--- src/rtl/imem_loader.sv ---
// Instruction-memory loader: streams a program into local storage, then serves zero-latency fetches.
// Optional feature macro: IMEM_LOADER_CHECKSUM_EN (additive 32-bit checksum of loaded words).
module imem_loader #(
  parameter int ADDR_W = 6,
  parameter int DATA_W = 32
) (
  input  logic              clock,
  input  logic              reset,
  input  logic              load_valid,
  output logic              load_ready,
  input  logic [DATA_W-1:0] load_data,
  input  logic              load_last,
  input  logic [31:0]       raddr,
  output logic [DATA_W-1:0] instr,
  output logic              run,
  output logic              err,
  output logic [ADDR_W:0]   count,
  output logic [31:0]       checksum
);

  localparam int DEPTH = 1 << ADDR_W;
  localparam logic [ADDR_W:0] LAST_CNT = {1'b0, {ADDR_W{1'b1}}};
  localparam logic [ADDR_W:0] CNT_ONE  = {{ADDR_W{1'b0}}, 1'b1};

  typedef enum logic [1:0] {
    LOAD = 2'd0,
    RUN  = 2'd1,
    ERR  = 2'd2
  } state_t;

  state_t            state;
  state_t            next_state;
  logic              fire;
  logic [ADDR_W-1:0] rd_idx;
  logic [DATA_W-1:0] mem [DEPTH];

  assign fire   = load_valid & load_ready;
  assign rd_idx = raddr[ADDR_W-1:0];

  // State register with the handshake and status flags registered alongside it.
  always_ff @(posedge clock or posedge reset) begin
    if (reset) begin
      state      <= LOAD;
      load_ready <= 1'b1;
      run        <= 1'b0;
      err        <= 1'b0;
    end else begin
      state      <= next_state;
      load_ready <= (next_state == LOAD);
      run        <= (next_state == RUN);
      err        <= (next_state == ERR);
    end
  end

  // Next-state logic; last always wins, even on the final free slot.
  always_comb begin
    next_state = state;
    case (state)
      LOAD: begin
        if (fire && load_last) begin
          next_state = RUN;
        end else if (fire && (count == LAST_CNT)) begin
          next_state = ERR;
        end else begin
          next_state = LOAD;
        end
      end
      RUN:     next_state = RUN;
      ERR:     next_state = ERR;
      default: next_state = LOAD;
    endcase
  end

  // Word counter; doubles as the write pointer.
  always_ff @(posedge clock or posedge reset) begin
    if (reset) begin
      count <= {(ADDR_W+1){1'b0}};
    end else if (fire) begin
      count <= count + CNT_ONE;
    end else begin
      count <= count;
    end
  end

  // Program storage has no reset so a reset keeps stale contents; writes are gated by reset level.
  always_ff @(posedge clock) begin
    if (fire && !reset) begin
      mem[count[ADDR_W-1:0]] <= load_data;
    end
  end

  // Fetch path: only words below count are visible, so unwritten storage never leaks out.
  always_comb begin
    instr = {DATA_W{1'b0}};
    if (run && !reset && ((raddr >> ADDR_W) == 32'd0) && ({1'b0, rd_idx} < count)) begin
      instr = mem[rd_idx];
    end else begin
      instr = {DATA_W{1'b0}};
    end
  end

`ifdef IMEM_LOADER_CHECKSUM_EN
  logic [31:0] data_word;
  assign data_word = 32'(load_data);

  // Running modulo-2^32 sum of accepted words; frozen once loading ends.
  always_ff @(posedge clock or posedge reset) begin
    if (reset) begin
      checksum <= 32'd0;
    end else if (fire) begin
      checksum <= checksum + data_word;
    end else begin
      checksum <= checksum;
    end
  end
`else
  assign checksum = 32'd0;
`endif

endmodule

--- config.mk ---
export PLATFORM = sky130hd
export DESIGN_NAME = imem_loader
export DESIGN_NICKNAME = d
export VERILOG_FILES = /design/src/rtl/imem_loader.sv
export SDC_FILE = /design/constraint.sdc
export NUM_CORES = 2
export LEC_CHECK = 0
export CAP_MARGIN = 20
export CORE_UTILIZATION = 55
export CTS_CLUSTER_DIAMETER = 50
export CTS_CLUSTER_SIZE = 28
export DETAILED_ROUTE_END_ITERATION = 12
export GPL_ROUTABILITY_DRIVEN = 1
export PLACE_DENSITY = 0.72
export REMOVE_ABC_BUFFERS = 1
export SLEW_MARGIN = 5
export SYNTH_ARGS = -nofsm -noshare
export SYNTH_HDL_FRONTEND = slang
export SYNTH_SLANG_ARGS = --single-unit
--- constraint.sdc ---
create_clock -name clock -period 4.2 [get_ports clock]
set_input_delay 0.63 -clock clock [delete_from_list [all_inputs] [get_ports clock]]
set_output_delay 0.63 -clock clock [all_outputs]
set_load 0.05 [all_outputs]
Yosys cells after proc, flatten, opt, wreduce, memory -nomap -nowiden
Memory sizes are Yosys's and may differ from the RTL's.
Index checks and enable logic that the tools add are counted.
{ "word_totals": {"reg_bits": 12, "mem_bits_rw": 2048, "inputBits": 68, "n_memories": 1} }
{ "mem_list": {"columns": ["memory", "depth", "width", "rd", "rd_ports_with_merged_regs", "write_ports", "line_no", "source"], "rows": [
  ["mem", 64, 32, 1, 0, 1, "35", "logic [DATA_W-1:0] mem [DEPTH];"]
]} }
{ "classes": {"add_sub_neg": 1, "order_cmp": 1, "eq_ne": 5, "mux": 6, "bitwise": 1, "n_reduce_logical": 10} }
{ "op_table": {"columns": ["op", "n"], "rows": [
  ["$logic_not A32 Y1", 1],
  ["$mux W32", 1],
  ["$add A7 B1 Y7 const B", 1],
  ["$eq A7 B6 Y1 const B", 1],
  ["$lt A6 B7 Y1", 1],
  ["$logic_and A1 B1 Y1", 6],
  ["$pmux W2 S3", 1],
  ["$eq A2 B1 Y1 const B", 2],
  ["$eq A2 B2 Y1 const B", 2],
  ["$logic_not A2 Y1", 2],
  ["$mux W2", 2],
  ["$mux W1", 2],
  ["$and A1 B1 Y1", 1],
  ["$logic_not A1 Y1", 1]
]} }

Logic depth before layout (Yosys ltp)
{ "depth": {"word_depth": 6, "mapped_depth": 11, "depth_no_buf": 8} }

Worst setup path before layout
Ideal clock, no wire load.
{ "synth_timing": {"path_type": "reg2out", "from": "reg count[4]", "to": "out instr[10]", "arrival_time_ns": 3.984, "t_required_ns": 3.570, "path_slack_ns": -0.414, "stages_incl_launch_ff": 10, "n_path_buf": 2, "path_cell_list": "dfrtp_1 > clkbuf_1 > inv_1 > ha_1 > and3b_1 > a221oi_1 > o2111a_1 > clkbuf_8 > inv_2 > a2111oi_1"} }
{ "synth_via": {"elab_chain_cells": 3} }
{ "synth_rtl": {"columns": ["item", "line_no", "source"], "rows": [
  ["from (decl)", "17", "output logic [ADDR_W:0] count,"],
  ["from (signal assigned)", "77", "count <= {(ADDR_W+1){1'b0}};"],
  ["from (signal assigned)", "79", "count <= count + CNT_ONE;"],
  ["from (signal assigned)", "81", "count <= count;"],
  ["$lt A6 B7 Y1", "95", "if (run && !reset && ((raddr >> ADDR_W) == 32'd0) && ({1'b0, rd_idx} < count)) begin"],
  ["$logic_and A1 B1 Y1", "95", null],
  ["$mux W32", "95", null],
  ["to (decl)", "14", "output logic [DATA_W-1:0] instr,"]
]} }
No other way between the ends.

Worst setup path after layout
{ "layout_timing": {"from": "reg count[6]", "to": "out instr[6]"} }
Same word-level chain as after synthesis.

==> metrics <==
die height 382.4 microns; Finish-stage setup viols 0; layout cell share with drive strength beyond 1 0.3286; RD Place Congestion 0.9102; Placement Cell Area 86,140 sq um; vias per cell 6.698; Area Overhead vs Synth 15.40%; First-pass DRT Iterations 10; Initial Utilization 0.5540; Post-synth EDFFs 2,048; min Tclk post-route 4.174 ns; synth unique cells 70; Worst-Margin Slew 1.184 ns; routed vias 39.90k; Die Width 382.4 microns; # DRC 58; crit path capture type output pin; Final Hold Vio Count 0; PwrDens 448.3 nW/um^2; worst-path maximum fanout 15; fin. max-slew vios 0; commonest non-fill, non-tap cells in the layout 2,048 x edfxtp_1, 520 x mux4_2, 262 x buf_4; met2 Use GR 0.4466; mapped cell area 79,590 sq um; Peak Freq 239.6 MHz; outcome complete, but fails checks; GR peak layer met2; Post-Layout Inst Area 91,850 sq um; Sink Count 2,060; fill count 9,244; DP Wirelength 127,400 microns; P_leak 0.02903 uW; #FFs+latches synth 2,060; row cnt 139; relative slew slack 0.2023; hold bufs inserted after CTS 0; grt ovf 0; Die ar. 146,200 sq um; Mean Syn Cell Area 22.88 sq um; routed len/inst 35.72 microns; largest net degree at the start of global routing 65; Final WS setup 0.02640 ns; CTS tree built; residual antenna-violating net count after detailed routing 0; CTS Buf Count 149; PortBufs 109; failing checks DRC; RSZ-0062 raised after global routing false; Required @ worst endpoint 3.57 ns; first-pass GRT wire length 297,600 microns; initial antenna violation count 17; Nets 3,996; Setup crit start kind flip-flop; Post-synth top flop edfxtp_1; Hold Crit Class in -> reg; VDD IR max 467.2 uV; leading cell type in the layout, fill and taps excluded edfxtp_1; GR met1 Demand/Resource 0.4108; CTS HTree Levels 4; Worst Skew 0.03124 ns; 1st-iter DRT viols 6,091; Total Wirelength 212,800 microns; Clock transition at path regs 0.09 ns; Ports 142; Seq/Total Area, Yosys 0.7765; vias in the first global route 39.27k; YS warnings 0; crit path DAT 3.54 ns; Synth Instances 3,479; Skew-Pair Late Insertion Delay 0.81 ns; M3 GR Usage 0.09129; pre-CTS setup slack -0.9807 ns; period utilization 0.9937; core footprint 143,700 sq um; maximum root-to-sink buffer count 3; Max-Cap Viols 0; critical setup path kind reg -> out; CTS root buffer clkbuf_16; Tot GR Track Use 0.2953; Sum Neg Setup Slack 0 ns; Post-synth ARST share 0.005825
## metal layers
metal  routed length (microns)  part of all wire
met3                     28770              0.14
met2                     98620              0.46
met1                     77210              0.36
met5                       105           0.00049
met4                      8057             0.038
## cell type report
type,count,area (sq um),area share
clock inverter,122,1451,0.01580
sequential,2060,61800,0.6729
timing repair buffer,476,5296,0.05766
clock buffer,157,3886,0.04231
inverter,14,60.06,0.0006539
multi-input combinational,1221,16960,0.1846
antenna,4,10.01,0.0001090
tap,1903,2381,0.02592
## sequential cells by signal, indices dropped and copies added (netlist names)
| name | count |
|---|---|
| mem | 2048 |
| count | 7 |
| state | 2 |
| err | 1 |
| load_ready | 1 |
| run | 1 |
## worst max-delay path, cell delays in order, from the launching register on
cell,delay [ns]
dfrtp_1,0.72
inv_1,0.29
a221oi_2,0.39
o2111a_2,0.30
buf_12,0.17
nand3_1,0.13
o21bai_1,0.20
a32oi_1,0.20
buf_4,0.19
buf_12,0.14
## report_power, final
part	leakage [uW]	switching [uW]	internal, uW	total (uW)
Clock	0.00260	7850	7760	15600
Sequential	0.0185	61.9	22700	22700
Combinational	0.00790	1830	1010	2840
## cells by family (layout without fill, tap and decap cells)
family	count (synthesis)	count (layout)	share of synthesized area
flip-flops	2060	2060	0.7765
multiplexers	626	626	0.1645
AND/OR/NAND/NOR	327	327	0.01890
buffers and inverters	229	769	0.01938
AO/OA/AOI/OAI	224	224	0.01907
adder cells (fa/ha/maj)	6	6	0.0009432
XOR/XNOR	6	6	0.0006603
other	1	36	0.00004712
## cell usage after synthesis, types with 7 or more instances
cell / instances / area, sq um
a211oi_1: 17 / 127.6
a21oi_1: 34 / 170.2
a221oi_1: 21 / 183.9
a22oi_1: 29 / 217.7
a31oi_1: 17 / 106.4
and3_1: 7 / 43.79
buf_1: 17 / 63.81
buf_2: 53 / 265.3
buf_4: 65 / 488.0
buf_6: 22 / 247.7
buf_8: 7 / 105.1
clkbuf_1: 40 / 150.1
clkbuf_8: 8 / 110.1
dfrtp_1: 11 / 275.3
edfxtp_1: 2048 / 61500
inv_1: 11 / 41.29
mux2_2: 8 / 90.09
mux2i_1: 79 / 790.8
mux4_1: 19 / 499.2
mux4_2: 520 / 11710
nand2_1: 93 / 349.1
nand3_1: 36 / 180.2
nand4_1: 13 / 81.33
nor2_1: 107 / 401.6
nor2b_1: 17 / 106.4
nor3_1: 20 / 100.1
nor4_1: 11 / 68.82
o21ai_0: 32 / 160.2
o22ai_1: 40 / 250.2
## timing repair
| action | in CTS | in global routing |
|---|---|---|
| setup endpoints to repair | 32 | 12 |
| gates cloned | 0 | 0 |
| buffers inserted | 1 | 5 |
| pin swaps | 2 | 1 |
| hold endpoints to repair | 0 | 0 |
| resized for setup | 19 | 7 |
## per-stage QoR
stage | hold slack [ns] | power (uW) | util | instances
after global routing | 0.1958 | 42080 | 0.6393 | 5953
after floorplan | 0.4271 | 24230 | - | 3295
final | 0.2041 | 41180 | 0.6394 | 5957
after global placement | 0.4427 | 25870 | 0.5993 | 5652
after detailed placement | 0.4496 | 25910 | 0.5996 | 5658
after CTS | 0.1990 | 41210 | 0.6375 | 5938
## worst paths after layout
path                               startpoint           to  slack (ns)  depth (start not counted)
worst max-delay path                 count[6]     instr[6]        0.03                          9
worst min register to register       state[1]          run        0.46                          1
worst min-delay path            load_data[12]  mem[48][12]        0.20                          1
max in group asynchronous               reset   load_ready        3.64                          3
worst max register to register     load_ready  mem[39][26]        1.17                          5
min in group asynchronous               reset          run        0.30                          3
Power figures use the tool's default switching activity.
